==> config.mk <==
export PLATFORM = sky130hd
export DESIGN_NAME = hazard_unit
export DESIGN_NICKNAME = d
export VERILOG_FILES = /design/src/rtl/hazard_pkg.sv /design/src/rtl/md_busy_counter.sv /design/src/rtl/hazard_unit.sv
export SDC_FILE = /design/constraint.sdc
export NUM_CORES = 1
export LEC_CHECK = 0
export BUFFER_PORTS_ARGS = -buffer_cell sky130_fd_sc_hd__buf_2
export CORE_MARGIN = 5
export CORE_UTILIZATION = 43
export CTS_CLUSTER_DIAMETER = 30
export DETAILED_ROUTE_END_ITERATION = 10
export PLACE_DENSITY = 0.88
export SYNTH_ARGS = -nofsm -noshare
export SYNTH_HDL_FRONTEND = slang
export SYNTH_SLANG_ARGS = --single-unit
==> constraint.sdc <==
create_clock -name clk -period 4.76 [get_ports clk]
set_clock_uncertainty 0.2 [all_clocks]
set_input_delay 0.952 -clock clk [delete_from_list [all_inputs] [get_ports clk]]
set_output_delay 0.952 -clock clk [all_outputs]
set_load 0.01 [all_outputs]
==> src/rtl/hazard_pkg.sv <==
// Shared decode tables for the hazard unit: opcode/funct constants, bypass select codes,
// Tuse/Tnew encoding and a single-instruction decoder reused for every pipeline stage.
package hazard_pkg;

    localparam logic [5:0] OP_SPECIAL = 6'h00;
    localparam logic [5:0] OP_JAL     = 6'h03;
    localparam logic [5:0] OP_BEQ     = 6'h04;
    localparam logic [5:0] OP_ORI     = 6'h0d;
    localparam logic [5:0] OP_LUI     = 6'h0f;
    localparam logic [5:0] OP_LW      = 6'h23;
    localparam logic [5:0] OP_SW      = 6'h2b;

    localparam logic [5:0] FN_JR      = 6'h08;
    localparam logic [5:0] FN_MFHI    = 6'h10;
    localparam logic [5:0] FN_MTHI    = 6'h11;
    localparam logic [5:0] FN_MFLO    = 6'h12;
    localparam logic [5:0] FN_MTLO    = 6'h13;
    localparam logic [5:0] FN_MULT    = 6'h18;
    localparam logic [5:0] FN_MULTU   = 6'h19;
    localparam logic [5:0] FN_DIV     = 6'h1a;
    localparam logic [5:0] FN_DIVU    = 6'h1b;
    localparam logic [5:0] FN_ADDU    = 6'h21;
    localparam logic [5:0] FN_SUBU    = 6'h23;

    localparam logic [1:0] FWD_PIPE = 2'd0;
    localparam logic [1:0] FWD_M    = 2'd1;
    localparam logic [1:0] FWD_W    = 2'd2;

    localparam int T_W = 2;
    typedef logic [T_W-1:0] t_time_t;

    localparam int DEF_MULT_CYC = 5;
    localparam int DEF_DIV_CYC  = 10;

    typedef struct packed {
        logic    rs_rd;
        logic    rt_rd;
        t_time_t tuse_rs;
        t_time_t tuse_rt;
        t_time_t tnew_e;
        t_time_t tnew_m;
        logic    is_md;
        logic    is_md_op;
        logic    is_div;
    } dec_t;

    // Unsupported encodings fall through with nothing read and Tnew 0, so they never stall.
    function automatic dec_t decode(input logic [31:0] instr);
        dec_t       d;
        logic [5:0] op;
        logic [5:0] fn;
        op = instr[31:26];
        fn = instr[5:0];
        d  = '0;
        case (op)
            OP_SPECIAL: begin
                case (fn)
                    FN_ADDU, FN_SUBU: begin
                        d.rs_rd = 1'b1; d.rt_rd = 1'b1;
                        d.tuse_rs = 2'd1; d.tuse_rt = 2'd1;
                        d.tnew_e = 2'd1;
                    end
                    FN_JR: d.rs_rd = 1'b1;
                    FN_MULT, FN_MULTU, FN_DIV, FN_DIVU: begin
                        d.rs_rd = 1'b1; d.rt_rd = 1'b1;
                        d.tuse_rs = 2'd1; d.tuse_rt = 2'd1;
                        d.is_md = 1'b1; d.is_md_op = 1'b1;
                        d.is_div = (fn == FN_DIV) || (fn == FN_DIVU);
                    end
                    FN_MFHI, FN_MFLO: begin
                        d.is_md = 1'b1;
                        d.tnew_e = 2'd1;
                    end
                    FN_MTHI, FN_MTLO: begin
                        d.rs_rd = 1'b1; d.tuse_rs = 2'd1;
                        d.is_md = 1'b1;
                    end
                    default: ;
                endcase
            end
            OP_BEQ: begin
                d.rs_rd = 1'b1; d.rt_rd = 1'b1;
            end
            OP_ORI: begin
                d.rs_rd = 1'b1; d.tuse_rs = 2'd1;
                d.tnew_e = 2'd1;
            end
            OP_LUI: d.tnew_e = 2'd1;
            OP_LW: begin
                d.rs_rd = 1'b1; d.tuse_rs = 2'd1;
                d.tnew_e = 2'd2; d.tnew_m = 2'd1;
            end
            OP_SW: begin
                d.rs_rd = 1'b1; d.rt_rd = 1'b1;
                d.tuse_rs = 2'd1; d.tuse_rt = 2'd2;
            end
            default: ;
        endcase
        return d;
    endfunction

    function automatic logic src_stall(input logic rd, input logic [4:0] src, input t_time_t tuse,
                                       input logic [4:0] wa_e, input t_time_t tnew_e,
                                       input logic [4:0] wa_m, input t_time_t tnew_m);
        return rd && (src != 5'd0) &&
               (((src == wa_e) && (tuse < tnew_e)) || ((src == wa_m) && (tuse < tnew_m)));
    endfunction

    // M is the nearer producer, so it wins over W when both match.
    function automatic logic [1:0] fwd_sel(input logic rd, input logic [4:0] src,
                                           input logic [4:0] wa_m, input logic m_ok,
                                           input logic [4:0] wa_w);
        logic [1:0] sel;
        sel = FWD_PIPE;
        if (rd && (src != 5'd0)) begin
            if ((src == wa_m) && m_ok)
                sel = FWD_M;
            else if (src == wa_w)
                sel = FWD_W;
        end
        return sel;
    endfunction

endpackage

==> src/rtl/md_busy_counter.sv <==
// Occupancy counter for the multiply/divide unit; busy is a register-only output, and
// reset clears it asynchronously without waiting for a clock edge.
module md_busy_counter
    import hazard_pkg::*;
#(
    parameter int MULT_CYC = DEF_MULT_CYC,
    parameter int DIV_CYC  = DEF_DIV_CYC
) (
    input  logic clk,
    input  logic reset,
    input  logic start,
    input  logic is_div,
    output logic busy
);

    localparam int MAXC = (MULT_CYC > DIV_CYC) ? MULT_CYC : DIV_CYC;
    localparam int CW   = $clog2(MAXC + 1);

    logic [CW-1:0] r_count;

    always_ff @(posedge clk or posedge reset) begin
        if (reset)
            r_count <= '0;
        else if (start)
            r_count <= is_div ? CW'(DIV_CYC) : CW'(MULT_CYC);
        else if (r_count != '0)
            r_count <= r_count - 1'b1;
    end

    assign busy = (r_count != '0);

endmodule

==> src/rtl/hazard_unit.sv <==
// Pipeline stall/flush/bypass controller; all outputs are combinational from the stage
// instructions, with the MD busy counter as the only state.
module hazard_unit
    import hazard_pkg::*;
#(
    parameter int MULT_CYC = DEF_MULT_CYC,
    parameter int DIV_CYC  = DEF_DIV_CYC
) (
    input  logic        clk,
    input  logic        reset,
    input  logic [31:0] Instr_D,
    input  logic [31:0] Instr_E,
    input  logic [31:0] Instr_M,
    input  logic [4:0]  GPR_WA_E,
    input  logic [4:0]  GPR_WA_M,
    input  logic [4:0]  GPR_WA_W,
    output logic        PC_EN,
    output logic        IFID_EN,
    output logic        IDEX_CLR,
    output logic [1:0]  FWD_RS_D,
    output logic [1:0]  FWD_RT_D,
    output logic [1:0]  FWD_RS_E,
    output logic [1:0]  FWD_RT_E,
    output logic        FWD_RT_M,
    output logic        md_start,
    output logic        md_busy
);

    dec_t       w_dec_d;
    dec_t       w_dec_e;
    dec_t       w_dec_m;
    logic [4:0] w_rs_d;
    logic [4:0] w_rt_d;
    logic [4:0] w_rs_e;
    logic [4:0] w_rt_e;
    logic [4:0] w_rt_m;
    logic       w_m_ok;
    logic       w_stall_data;
    logic       w_stall_md;
    logic       w_stall;
    logic [1:0] w_rt_m_sel;

    assign w_dec_d = decode(Instr_D);
    assign w_dec_e = decode(Instr_E);
    assign w_dec_m = decode(Instr_M);

    assign w_rs_d = Instr_D[25:21];
    assign w_rt_d = Instr_D[20:16];
    assign w_rs_e = Instr_E[25:21];
    assign w_rt_e = Instr_E[20:16];
    assign w_rt_m = Instr_M[20:16];

    assign w_stall_data =
        src_stall(w_dec_d.rs_rd, w_rs_d, w_dec_d.tuse_rs, GPR_WA_E, w_dec_e.tnew_e, GPR_WA_M, w_dec_m.tnew_m) |
        src_stall(w_dec_d.rt_rd, w_rt_d, w_dec_d.tuse_rt, GPR_WA_E, w_dec_e.tnew_e, GPR_WA_M, w_dec_m.tnew_m);

    // A start in this very cycle makes the unit occupied from the next edge on.
    assign md_start   = w_dec_e.is_md_op && !md_busy;
    assign w_stall_md = w_dec_d.is_md && (md_busy || md_start);
    assign w_stall    = w_stall_data | w_stall_md;

    assign PC_EN    = !w_stall;
    assign IFID_EN  = !w_stall;
    assign IDEX_CLR = w_stall;

    // A load still in M has no data yet, so it cannot be a bypass source.
    assign w_m_ok = (w_dec_m.tnew_m == '0);

    assign FWD_RS_D   = fwd_sel(w_dec_d.rs_rd, w_rs_d, GPR_WA_M, w_m_ok, GPR_WA_W);
    assign FWD_RT_D   = fwd_sel(w_dec_d.rt_rd, w_rt_d, GPR_WA_M, w_m_ok, GPR_WA_W);
    assign FWD_RS_E   = fwd_sel(w_dec_e.rs_rd, w_rs_e, GPR_WA_M, w_m_ok, GPR_WA_W);
    assign FWD_RT_E   = fwd_sel(w_dec_e.rt_rd, w_rt_e, GPR_WA_M, w_m_ok, GPR_WA_W);
    assign w_rt_m_sel = fwd_sel(w_dec_m.rt_rd, w_rt_m, 5'd0, 1'b0, GPR_WA_W);
    assign FWD_RT_M   = (w_rt_m_sel == FWD_W);

    md_busy_counter #(
        .MULT_CYC (MULT_CYC),
        .DIV_CYC  (DIV_CYC)
    ) u_md_cnt (
        .clk    (clk),
        .reset  (reset),
        .start  (md_start),
        .is_div (w_dec_e.is_div),
        .busy   (md_busy)
    );

endmodule

* After elaboration in Yosys (flattened, before gate mapping)
Cells that the tools add are included.
W data, S select, Z words.
** Word-level totals
- Flip-flop bits (word level) :: 4
- Bits in latches :: 0
- RAM bits :: 0
- Bits in read-only memories :: 0
- Input port bits :: 113
- Word-level logic and storage cells :: 151
- Memories kept :: 0
** Cells by class
- $add $sub $neg :: 1
- Multipliers :: 0
- Divide/modulo/power cells :: 0
- Magnitude comparators :: 4
- Equal/unequal tests :: 52
- Shift operators :: 0
- Multiplexer cells :: 39
- Bitwise operators :: 2
- Reductions and logical operators :: 52
** Operators with widths (number)
- $eq A6 B5 Y1 const B :: 20
- $eq A6 B6 Y1 const B :: 12
- $eq A5 B5 Y1 :: 11
- $mux W2 :: 17
- $eq A6 B4 Y1 const B :: 5
- $reduce_bool A5 Y1 :: 5
- $reduce_or A4 Y1 :: 5
- $eq A6 B3 Y1 const B :: 3
- $logic_not A6 Y1 :: 3
- $reduce_or A6 Y1 :: 3
- $reduce_or A9 Y1 :: 2
- $logic_and A1 B1 Y1 :: 17
- $reduce_or A8 Y1 :: 2
- $mux W4 :: 3
- $mux W1 :: 10
- $pmux W1 S2 :: 5
- $lt A2 B2 Y1 :: 4
- $pmux W2 S2 :: 2
- $reduce_or A2 Y1 :: 4
- $pmux W2 S3 :: 1
- $logic_or A1 B1 Y1 :: 5
- $reduce_bool A4 Y1 :: 1
- $sub A4 B1 Y4 const B :: 1
- $mux W3 :: 1
- other kinds (6) :: 8

* Longest topological paths before layout
Gate-level depths: netlist of run 1.
- Depth after elaboration :: 11
- Mapped depth :: 10

* By module
A second synthesis of run 1 with hierarchy kept.
** Unflattened totals
- Cells, all modules :: 209
- Area, all modules :: 1551.5 µm²
** Modules (own cells, without submodules)
- hazard_unit :: instances 1, cells an instance 181, area each 1288.7 µm², seq. area each 0.0 µm²
- md_busy_counter :: instances 1, cells an instance 28, area each 262.8 µm², seq. area each 100.1 µm²

* Worst setup path after synthesis of run 1
Ideal clock, no wire load.
- Path type :: input -> output
- From :: input Instr_E[29]
- To :: output PC_EN
- Data arrival time :: 2.737 ns
- Data required time :: 3.608 ns
- Slack :: 0.871 ns
- Stages on the path :: 7
- Path through :: or3_1 -> or3_1 -> ha_1 -> and4b_1 -> o21ai_1 -> o221a_1 -> buf_4
** On the way
- Longest elaborated chain between the ends :: 10
- Elaborated cells between the ends (all ways) :: 21
- Those cells by class :: 2 x order compare; 3 x eq/ne; 2 x mux; 2 x bitwise; 12 x reduce/logical
** Ends and longest elaborated chain
- from (decl) :: line hazard_unit.sv:12 : input logic [31:0] Instr_E,
- $eq A6 B4 Y1 :: line hazard_pkg.sv:55 : case (op)
- $reduce_or A2 Y1 (no source line)
- $pmux W2 S3 :: line hazard_pkg.sv:55
- $lt A2 B2 Y1 :: line hazard_pkg.sv:106 : (((src == wa_e) && (tuse < tnew_e)) || ((src == wa_m) && (tuse < tnew_m)));
- $logic_and A1 B1 Y1 :: line hazard_pkg.sv:106
- $logic_or A1 B1 Y1 :: line hazard_pkg.sv:106
- $logic_and A1 B1 Y1 :: line hazard_pkg.sv:105 : return rd && (src != 5'd0) &&
- $or A1 B1 Y1 :: line hazard_unit.sv:54 : src_stall(w_dec_d.rs_rd, w_rs_d, w_dec_d.tuse_rs, GPR_WA_E, w_dec_e.tnew_e, GPR_WA_M, w_dec_m.tnew_m) |
- $or A1 B1 Y1 * :: line hazard_unit.sv:60 : assign w_stall = w_stall_data | w_stall_md;
- $logic_not A1 Y1 *
- to (decl) :: line hazard_unit.sv:17 : output logic PC_EN,
Every way passes the cells marked *; elsewhere a longest branch is shown, timed or not.

* Worst setup path after layout of run 1
- From :: input Instr_E[29]
- To :: output IFID_EN
** On the way
- Longest elaborated chain between the ends :: 10
- Elaborated cells between the ends (all ways) :: 21
- Those cells by class :: 2 x order compare; 3 x eq/ne; 2 x mux; 2 x bitwise; 12 x reduce/logical
** Ends and longest elaborated chain
- $eq A6 B4 Y1 :: line hazard_pkg.sv:55
- $reduce_or A2 Y1 (no source line)
- $pmux W2 S3 :: line hazard_pkg.sv:55
- $lt A2 B2 Y1 :: line hazard_pkg.sv:106
- $logic_and A1 B1 Y1 :: line hazard_pkg.sv:106
- $logic_or A1 B1 Y1 :: line hazard_pkg.sv:106
- $logic_and A1 B1 Y1 :: line hazard_pkg.sv:105
- $or A1 B1 Y1 :: line hazard_unit.sv:54
- $or A1 B1 Y1 * :: line hazard_unit.sv:60
- $logic_not A1 Y1 * :: line hazard_unit.sv:63 : assign IFID_EN = !w_stall;
- to (decl) :: line hazard_unit.sv:18 : output logic IFID_EN,
Marks and branches as above.

==> results of run 1 <==
cells in the mapped netlist (2+ instances only):
master | number | area share [%]
nand3_1 | 8 | 2.7
o22ai_1 | 4 | 1.7
nand4_1 | 2 | 0.83
nor2_2 | 2 | 0.83
nor4_1 | 4 | 1.7
clkbuf_1 | 5 | 1.2
ha_1 | 3 | 2.5
a22oi_1 | 2 | 0.99
nand3b_1 | 2 | 0.99
o21a_1 | 2 | 0.99
o2111ai_1 | 2 | 1.2
nor2b_1 | 5 | 2.1
nor3_1 | 15 | 5.0
nand4b_1 | 2 | 1.2
o21ai_0 | 4 | 1.3
nor3b_1 | 3 | 1.5
nor2_1 | 15 | 3.7
or3_1 | 3 | 1.2
or2_4 | 2 | 1.2
o21ai_1 | 2 | 0.66
xor2_1 | 31 | 18
a31oi_1 | 2 | 0.83
or4_2 | 2 | 1.2
inv_1 | 7 | 1.7
a21oi_1 | 12 | 4.0
xnor2_1 | 24 | 14
nand2_1 | 8 | 2.0
or4_1 | 3 | 1.5
dfrtp_1 | 4 | 6.6
cell families (layout without fill, tap and decap cells):
group                    Yosys count  count (layout)  share of synthesized area (%)
AND/OR/NAND/NOR                   87              87                           34.7
XOR/XNOR                          55              55                           31.9
AO/OA/AOI/OAI                     43              43                           20.7
buffers and inverters             13             100                           3.48
flip-flops                         4               4                           6.63
adder cells (fa/ha/maj)            3               3                           2.49
power by group:
part	leakage (uW)	switching, uW	internal [uW]	total (uW)
Combinational	0.000812	110	98.0	208
Sequential	0.0000473	20.2	53.0	73.2
Clock	0.0000138	12.5	28.1	40.6
Total	0.000873	143	179	322
stage by stage:
stage | setup slack [ns] | cells | util [%] | power, uW
2_1_floorplan | 0.871 | 205 | - | 203
4_1_cts | 0.716 | 338 | 59.9 | 325
6_report | 0.729 | 338 | 59.9 | 322
3_3_place_gp | 0.717 | 335 | 59.2 | 274
3_5_place_dp | 0.717 | 335 | 59.2 | 282
5_1_grt | 0.600 | 338 | 59.9 | 357
layer usage:
| metal | track usage, % | part of all wire, % | up-vias |
|---|---|---|---|
| met5 | 0 | 0 | - |
| met4 | 3.04 | 0.13 | 0 |
| met3 | 5.07 | 9.5 | 4 |
| met2 | 35.6 | 51 | 79 |
| met1 | 21.9 | 40 | 860 |
| li1 | - | - | 926 |
critical path: stages:
cell	delay, ns
buf_2	0.12
or3_1	0.44
or3_1	0.40
ha_1	0.28
and4b_1	0.18
o21ai_1	0.15
o221a_1	0.21
buf_2	0.14
worst min path at each step:
stage	to	slack, ns	cells after the start
6_report	u_md_cnt.r_count[3]	0.30	1
5_1_grt	u_md_cnt.r_count[3]	0.33	1
4_1_cts	u_md_cnt.r_count[3]	0.31	1
3_5_place_dp	u_md_cnt.r_count[3]	0.30	1
3_3_place_gp	u_md_cnt.r_count[3]	0.29	1
2_1_floorplan	u_md_cnt.r_count[3]	0.26	1
placed cells by master (no fill, tap or decap), types with 2 or more instances in the layout:
cell       instances
nor4_1             4
or2_4              2
a21oi_1           12
nand2_1            8
nand4b_1           2
a31oi_1            2
or4_2              2
or4_1              3
inv_1              7
nor2_1            15
nor2b_1            5
xnor2_1           24
clkbuf_4           3
o2111ai_1          2
nand3b_1           2
nand3_1            8
o22ai_1            4
ha_1               3
o21ai_1            2
nor3b_1            3
o21ai_0            4
or3_1              3
o21a_1             2
nor3_1            15
nand4_1            2
a22oi_1            2
nor2_2             2
xor2_1            31
dfrtp_1            4
buf_2             90
area by class of cell:
type / count / area share [%]
Sequential cell: 4 / 4.97
Inverter: 7 / 1.31
Timing Repair Buffer: 90 / 22.4
Tap cell: 46 / 2.86
Clock buffer: 3 / 1.12
Multi-Input combinational cell: 188 / 67.4
==> qor.csv, run 1 <==
stage,metric,value,unit
timing,Min Hold Slack,0.298,ns
grt,vias in the first global route,1864,
worst_setup_path,Critical path origin,Instr_E[29],
synthesis,Post-synth EDFFs,0,
routing,routed len/inst,13.6,um
routing,Iter 0 DRT Violations,76,
pwr,pwr dens,160,nW/um^2
synthesis,syn_nets,321,
cells_and_area,Layout Area Growth over Synthesis,33.4,%
floorplanning,die height,69.2,um
floorplanning,core area,3360,um^2
worst_hold_path,hold_sp,u_md_cnt.r_count[3],
synthesis,Syn Inst Count,205,
cells_and_area,ant diodes,0,
clock_tree,CTS max path bufs,2,
grt,initial antenna violation count,0,
floorplanning,die width,69.2,um
grt,largest net degree at the start of global routing,9,
cells_and_area,FILL cells,337,
clock_tree,clock sink total,4,
place,GPL Wtd Cong,0.907,
synthesis,register area share after synthesis,6.63,%
timing,"Slew Viols, Final",0,
cells_and_area,Sequential Area,100,um^2
timing,Final Cycle Share,84.7,%
cells_and_area,final net count,410,
worst_setup_path,Setup crit end,IFID_EN,
synthesis,asr flop ratio synth,100,%
routing,routed vias,1869,
flow_run,MaxCap Viol Count,0,
worst_setup_path,Crit. End Element,output port,
clock_tree,H-Tree Depth,1,
timing,final-report hold violation count,0,
clock_tree,cts hold-fix bufs,0,
floorplanning,Die Area,4790,um^2
synthesis,Syn. warnings,0,
place,port buffer count,90,
timing,unrepaired setup endpoints after global routing,false,
clock_tree,"Reg clk slew, reported paths",0.04,ns
cells_and_area,share of layout cells above drive strength 1,37.0,%
clock_tree,CTS Root Cell,clkbuf_4,
cells_and_area,area of the multi-input gates,1360,um^2
worst_setup_path,startpoint types,input port,
worst_setup_path,largest fanout on the critical path,4,
routing,Routed WL,4590,um
synthesis,synthesized area,1510,um^2
grt,grt total ovfl,0,
worst_setup_path,kind of critical path,input port to output port,
worst_setup_path,"setup slack, reg-to-reg",3.31,ns
routing,Pre-antenna DRT Iters,4,
timing,final setup fails,0,
routing,DRC,0,
timing,Slew headroom,55.3,%
worst_setup_path,Worst Path Required,3.61,ns
floorplanning,row cnt,21,
synthesis,post-synthesis register bit count,4,
place,DP HPWL,4100,um
routing,Vias/cell,5.53,
routing,Final ANT Viol Nets,0,
pwr,Max VDD drop,75.7,uV
cells_and_area,Top reg by flops,u_md_cnt.r_count,
clock_tree,Worst-Skew Late Latency,0.23,ns
clock_tree,CTS tree,done,
worst_setup_path,RR Endpoint,u_md_cnt.r_count[2],
worst_setup_path,reg2reg start,u_md_cnt.r_count[0],
floorplanning,Initial Util,44.9,%
timing,min Tclk post-route,4.03,ns
grt,first-pass GRT wire length,8000,um
clock_tree,CTS Buf Count,3,
worst_setup_path,"Arr. time, crit path",2.88,ns
worst_setup_path,cell count of the worst reg-to-reg path,5,
synthesis,"Top FF cell, synth",dfrtp_1,
cells_and_area,largest registers,u_md_cnt.r_count: 4 flops,
pwr,Leakage,0.000873,uW
place,Post-DP Area,1990,um^2
timing,worst slew pin tran,0.666,ns
timing,setup total negative slack,0,ns
grt,total global-route track usage,19.1,%
clock_tree,post-cts sizing count,0,
cells_and_area,max reg flops,4,
worst_hold_path,Min-Delay Path Class,flip-flop to flip-flop,
synthesis,syn_area_per_cell,7.36,um^2
timing,fmax,248,MHz
synthesis,Cell variety after synth,54,
floorplanning,I/O Pins,127,
run_status,result of the run,"finished, final reports clean",
cells_and_area,"Design Area, Final",2010,um^2
clock_tree,"Setup Fix Bufs, Post-CTS",0,
(Power assumes the default switching activity.)
==> run 2: changes to the inputs <==
CORE_UTILIZATION = 36   (was 43)
PLACE_DENSITY = 0.79   (was 0.88)
clock period = 3.5 ns   (was 4.76 ns; I/O delays follow)
==> qor.csv, run 2 (synthesis gave the netlist of run 1 again) <==
stage,metric,value,unit
cells_and_area,utilization after layout,51.9,%
worst_setup_path,startpoint types,input port,
cells_and_area,"most common cell after layout, fill and taps aside",buf_2,
routing,Final ANT Viol Nets,0,
worst_setup_path,Crit path max-delay family,simple AND/OR/NAND/NOR gates,
timing,setup total negative slack,0,ns
cells_and_area,most frequent cells in the layout,"buf_2 (90), xor2_1 (31), xnor2_1 (24)",
timing,min Tclk post-route,3.43,ns
worst_setup_path,worst path buffer plus inverter count,2,
worst_setup_path,max incr delay on CP,0.38,ns
routing,DRC,0,
cells_and_area,Top reg by flops,u_md_cnt.r_count,
grt,vias in the first global route,1850,
pwr,Leakage,0.000903,uW
clock_tree,"Reg clk slew, reported paths",0.03,ns
timing,"Slew Viols, Final",0,
routing,Iter 0 DRT Violations,18,
worst_setup_path,Crit. End Element,output port,
floorplanning,Die Area,5590,um^2
cells_and_area,final net count,414,
timing,final setup fails,0,
timing,Final Cycle Share,97.9,%
worst_setup_path,Worst Path Required,2.60,ns
clock_tree,CTS Buf Count,3,
cells_and_area,largest registers,u_md_cnt.r_count: 4 flops,
worst_hold_path,Min-Delay Path Class,input port to async pin,
worst_setup_path,crit-path cells,buf_2 -> or3_4 -> or3_4 -> ha_1 -> and4b_1 -> o21ai_2 -> o221a_1 -> buf_2,
floorplanning,die width,74.7,um
grt,largest net degree at the start of global routing,9,
routing,routed len/inst,13.3,um
cells_and_area,Layout Area Growth over Synthesis,38.6,%
clock_tree,Worst-Skew Late Latency,0.21,ns
cells_and_area,max reg flops,4,
timing,worst slew pin tran,0.423,ns
timing,unrepaired setup endpoints after global routing,false,
grt,initial antenna violation count,0,
place,GPL Wtd Cong,0.904,
worst_setup_path,kind of critical path,input port to output port,
cells_and_area,Sequential Area,100,um^2
floorplanning,die height,74.7,um
worst_setup_path,Critical-path top delay cell,or3_4,
clock_tree,clock sink total,4,
worst_setup_path,cell count of the worst reg-to-reg path,5,
pwr,pwr dens,229,nW/um^2
routing,Vias/cell,5.23,
grt,total global-route track usage,16.5,%
place,port buffer count,90,
timing,fmax,292,MHz
place,DP HPWL,4120,um
clock_tree,CTS max path bufs,2,
pwr,Max VDD drop,83.8,uV
floorplanning,core area,4030,um^2
worst_setup_path,reg2reg start,u_md_cnt.r_count[0],
worst_setup_path,"setup slack, reg-to-reg",1.99,ns
routing,routed vias,1810,
cells_and_area,FILL cells,408,
worst_setup_path,RR Endpoint,u_md_cnt.r_count[0],
flow_run,MaxCap Viol Count,0,
floorplanning,I/O Pins,127,
routing,Routed WL,4610,um
pwr,total power,479,uW
run_status,result of the run,"finished, final reports clean",
cells_and_area,area of the multi-input gates,1380,um^2
clock_tree,CTS tree,done,
floorplanning,row cnt,23,
clock_tree,H-Tree Depth,1,
worst_setup_path,largest fanout on the critical path,2,
cells_and_area,share of layout cells above drive strength 1,39.9,%
cells_and_area,"Design Area, Final",2090,um^2
timing,Slew headroom,71.5,%
grt,first-pass GRT wire length,7510,um
clock_tree,"Setup Fix Bufs, Post-CTS",0,
routing,Pre-antenna DRT Iters,4,
worst_setup_path,"Arr. time, crit path",2.53,ns
timing,final-report hold violation count,0,
cells_and_area,ant diodes,0,
place,Post-DP Area,2030,um^2
clock_tree,CTS Root Cell,clkbuf_8,
grt,grt total ovfl,0,
floorplanning,Initial Util,37.5,%
run 2: cell types whose count changed in the layout (fill, tap and decap cells not counted), sizes merged:
| cell | before | now |
|---|---|---|
| buf | 90 | 94 |
run 2: what timing repair did:
action / in CTS / in global routing
setup endpoints to repair: 2 / 3
hold buffers: 0 / 0
pin swaps: 0 / 3
resized for setup: 1 / 5
run 2: worst max-delay path by stage:
stage                 from       to  depth (start not counted)
3_3_place_gp   Instr_E[29]  IFID_EN                          8
3_5_place_dp   Instr_E[29]    PC_EN                          8
5_1_grt        Instr_E[29]  IFID_EN                         10
2_1_floorplan  Instr_E[29]    PC_EN                          7
4_1_cts        Instr_E[29]    PC_EN                          8
6_report       Instr_E[29]    PC_EN                          8
run 2: final cells by class:
type	instances	share of cell area, %
multi-input combinational	188	66.0
timing repair buffer	94	23.0
sequential	4	4.78
tap	50	2.99
clock buffer	3	1.97
inverter	7	1.26
run 2: power breakdown:
part / internal (uW) / switching, uW
registers: 72.1 / 27.3
logic: 136 / 149
clock network: 73.1 / 21.3
run 2: per-layer routing:
layer / vias to the layer above / global-route usage, % / routed length [um]
met5: - / 0 / 0
met4: 0 / 2.77 / 0
met3: 0 / 3.60 / 439
met2: 76 / 30.1 / 2260
met1: 806 / 20.0 / 1920
li1: 928 / - / -
run 2: stage by stage:
step                      setup WS (ns)  hold slack [ns]  instances
after floorplan                   0.115            0.263        205
after global routing            0.00594            0.175        346
after detailed placement        -0.0162            0.289        343
after global placement          0.00966            0.284        343
final                            0.0740            0.163        346
after CTS                       0.00503            0.162        346
==> run 3: changes to the inputs <==
==> constraint.sdc (replaced) <==
create_clock -name clk -period 3.5 [get_ports clk]
set_clock_uncertainty 0.2 [all_clocks]
set_input_delay 0.525 -clock clk [delete_from_list [all_inputs] [get_ports clk]]
set_output_delay 0.525 -clock clk [all_outputs]
set_load 0.01 [all_outputs]
==> qor.csv, run 3 (synthesis gave the netlist of run 1 again) <==
stage,metric,value,unit
worst_setup_path,kind of critical path,input port to output port,
place,GPL Wtd Cong,0.884,
cells_and_area,Post-Layout Cell Count,343,
pwr,Seq pwr share,20.7,%
cells_and_area,final net count,411,
worst_setup_path,"setup slack, reg-to-reg",2.04,ns
cells_and_area,share of layout cells above drive strength 1,36.9,%
worst_hold_path,Min-Delay Path Class,flip-flop to flip-flop,
routing,routed len/inst,13.4,um
floorplanning,die width,74.7,um
timing,min Tclk post-route,3.21,ns
worst_hold_path,hold_sp,u_md_cnt.r_count[3],
cells_and_area,largest registers,u_md_cnt.r_count: 4 flops,
cells_and_area,max reg flops,4,
cells_and_area,"most common cell after layout, fill and taps aside",buf_2,
grt,initial antenna violation count,0,
place,port buffer count,90,
clock_tree,CTS Root Cell,clkbuf_8,
worst_setup_path,reg2reg start,u_md_cnt.r_count[0],
routing,Final ANT Viol Nets,0,
grt,vias in the first global route,1754,
pwr,Switching Fraction,42.1,%
routing,routed vias,1828,
place,dpl ws,0.271,ns
pwr,internal power,280,uW
cells_and_area,Layout Area Growth over Synthesis,35.7,%
grt,total global-route track usage,15.9,%
routing,Pre-antenna DRT Iters,4,
clock_tree,clock sink total,4,
floorplanning,Initial Util,37.5,%
routing,Vias/cell,5.33,
timing,setup total negative slack,0,ns
floorplanning,I/O Pins,127,
routing,DRC,0,
pwr,Max VDD drop,88.9,uV
timing,worst slew pin tran,0.744,ns
cells_and_area,Top reg by flops,u_md_cnt.r_count,
grt,largest net degree at the start of global routing,9,
clock_tree,Worst-Skew Late Latency,0.22,ns
worst_hold_path,WHS Path Cells,1,
grt,grt total ovfl,0,
cells_and_area,ant diodes,0,
timing,"Slew Viols, Final",0,
timing,fmax,311,MHz
worst_setup_path,Crit. End Element,output port,
pwr,clock share of power,20.3,%
flow_run,MaxCap Viol Count,0,
cells_and_area,FILL cells,409,
pwr,pwr dens,236,nW/um^2
timing,Final Cycle Share,91.8,%
floorplanning,row cnt,23,
worst_setup_path,startpoint types,input port,
run_status,result of the run,"finished, final reports clean",
worst_setup_path,"Arr. time, crit path",2.49,ns
routing,Routed WL,4590,um
routing,Iter 0 DRT Violations,61,
floorplanning,die height,74.7,um
grt,first-pass GRT wire length,7190,um
worst_setup_path,Worst Path Required,2.77,ns
clock_tree,CTS tree,done,
worst_hold_path,Hold Path End,u_md_cnt.r_count[3],
clock_tree,H-Tree Depth,1,
worst_setup_path,cell count of the worst reg-to-reg path,5,
cells_and_area,most frequent cells in the layout,"buf_2 (90), xor2_1 (31), xnor2_1 (24)",
timing,final worst setup slack,0.288,ns
timing,Slew headroom,50.0,%
worst_setup_path,RR Endpoint,u_md_cnt.r_count[0],
pwr,total power,483,uW
pwr,NetSw,203,uW
floorplanning,core area,4030,um^2
timing,unrepaired setup endpoints after global routing,false,
clock_tree,CTS max path bufs,2,
clock_tree,CTS Buf Count,3,
timing,final setup fails,0,
worst_setup_path,largest fanout on the critical path,4,
timing,final-report hold violation count,0,
place,Cells after DPL,339,
pwr,Combinational Power Share,59.0,%
clock_tree,"Reg clk slew, reported paths",0.03,ns
pwr,Leakage,0.000885,uW
floorplanning,Die Area,5590,um^2
place,DP HPWL,4080,um
-- run 3: changes by cell type in the layout (fill, tap and decap cells not counted) --
| cell | delta |
|---|---|
| a22oi_1 | +1 |
| buf_4 | -4 |
| dlygate4sd3_1 | +1 |
| or3_1 | +2 |
| o2111ai_2 | -1 |
| a22oi_2 | -1 |
| inv_2 | -1 |
| inv_1 | +1 |
| o21ai_1 | +1 |
| or3_4 | -2 |
| o2111ai_1 | +1 |
| o21ai_2 | -1 |
-- run 3: repair_timing --
| item | 4_1_cts | 5_1_grt |
|---|---|---|
| hold endpoints to repair | 4 | 0 |
| hold buffers | 1 | 0 |
| setup buffers | 0 | 0 |
| gates resized for setup | 0 | 0 |
-- run 3: routing by layer --
metal / up-vias / global-route usage (%) / part of all wire, %
met5: - / 0 / 0
met4: 0 / 2.37 / 0.78
met3: 4 / 2.67 / 7.7
met2: 77 / 28.8 / 47
met1: 817 / 20.0 / 44
li1: 930 / - / -
-- run 3: power groups by stage --
stage	Sequential [uW]	Clock [uW]	Combinational [uW]
global route	104	105	321
floorplan	93.5	0	182
detailed placement	100	0	286
finish	99.9	98.1	285
global placement	99.0	0	275
CTS	99.8	98.7	287
-- run 3: critical path, cell delays in order --
cell,delay (ns)
buf_2,0.12
or3_1,0.43
or3_1,0.41
ha_1,0.29
and4b_1,0.18
o21ai_1,0.16
o221a_1,0.23
buf_2,0.14
-- run 3: worst max path at each step --
stage                      from      end  slack, ns
finish              Instr_E[29]  IFID_EN       0.29
global route        Instr_E[29]  IFID_EN       0.16
CTS                 Instr_E[29]  IFID_EN       0.27
detailed placement  Instr_E[29]  IFID_EN       0.27
global placement    Instr_E[29]  IFID_EN       0.30
floorplan           Instr_E[29]    PC_EN       0.47
-- run 3: final cells by class --
cell class / count / area (um^2) / share of cell area (%)
clock buffer: 3 / 41.3 / 2.02
inverter: 7 / 26.3 / 1.28
multi-input combinational: 188 / 1360 / 66.3
sequential: 4 / 100 / 4.89
tap: 50 / 62.6 / 3.06
timing repair buffer: 91 / 460 / 22.5
-- run 3: through the flow --
step,utilization (%),hold WS [ns],area [um^2]
floorplan,-,0.0911,1510
detailed placement,49.5,0.211,2000
CTS,50.8,0.315,2050
global placement,49.5,0.204,2000
global route,50.8,0.334,2050
finish,50.8,0.304,2050
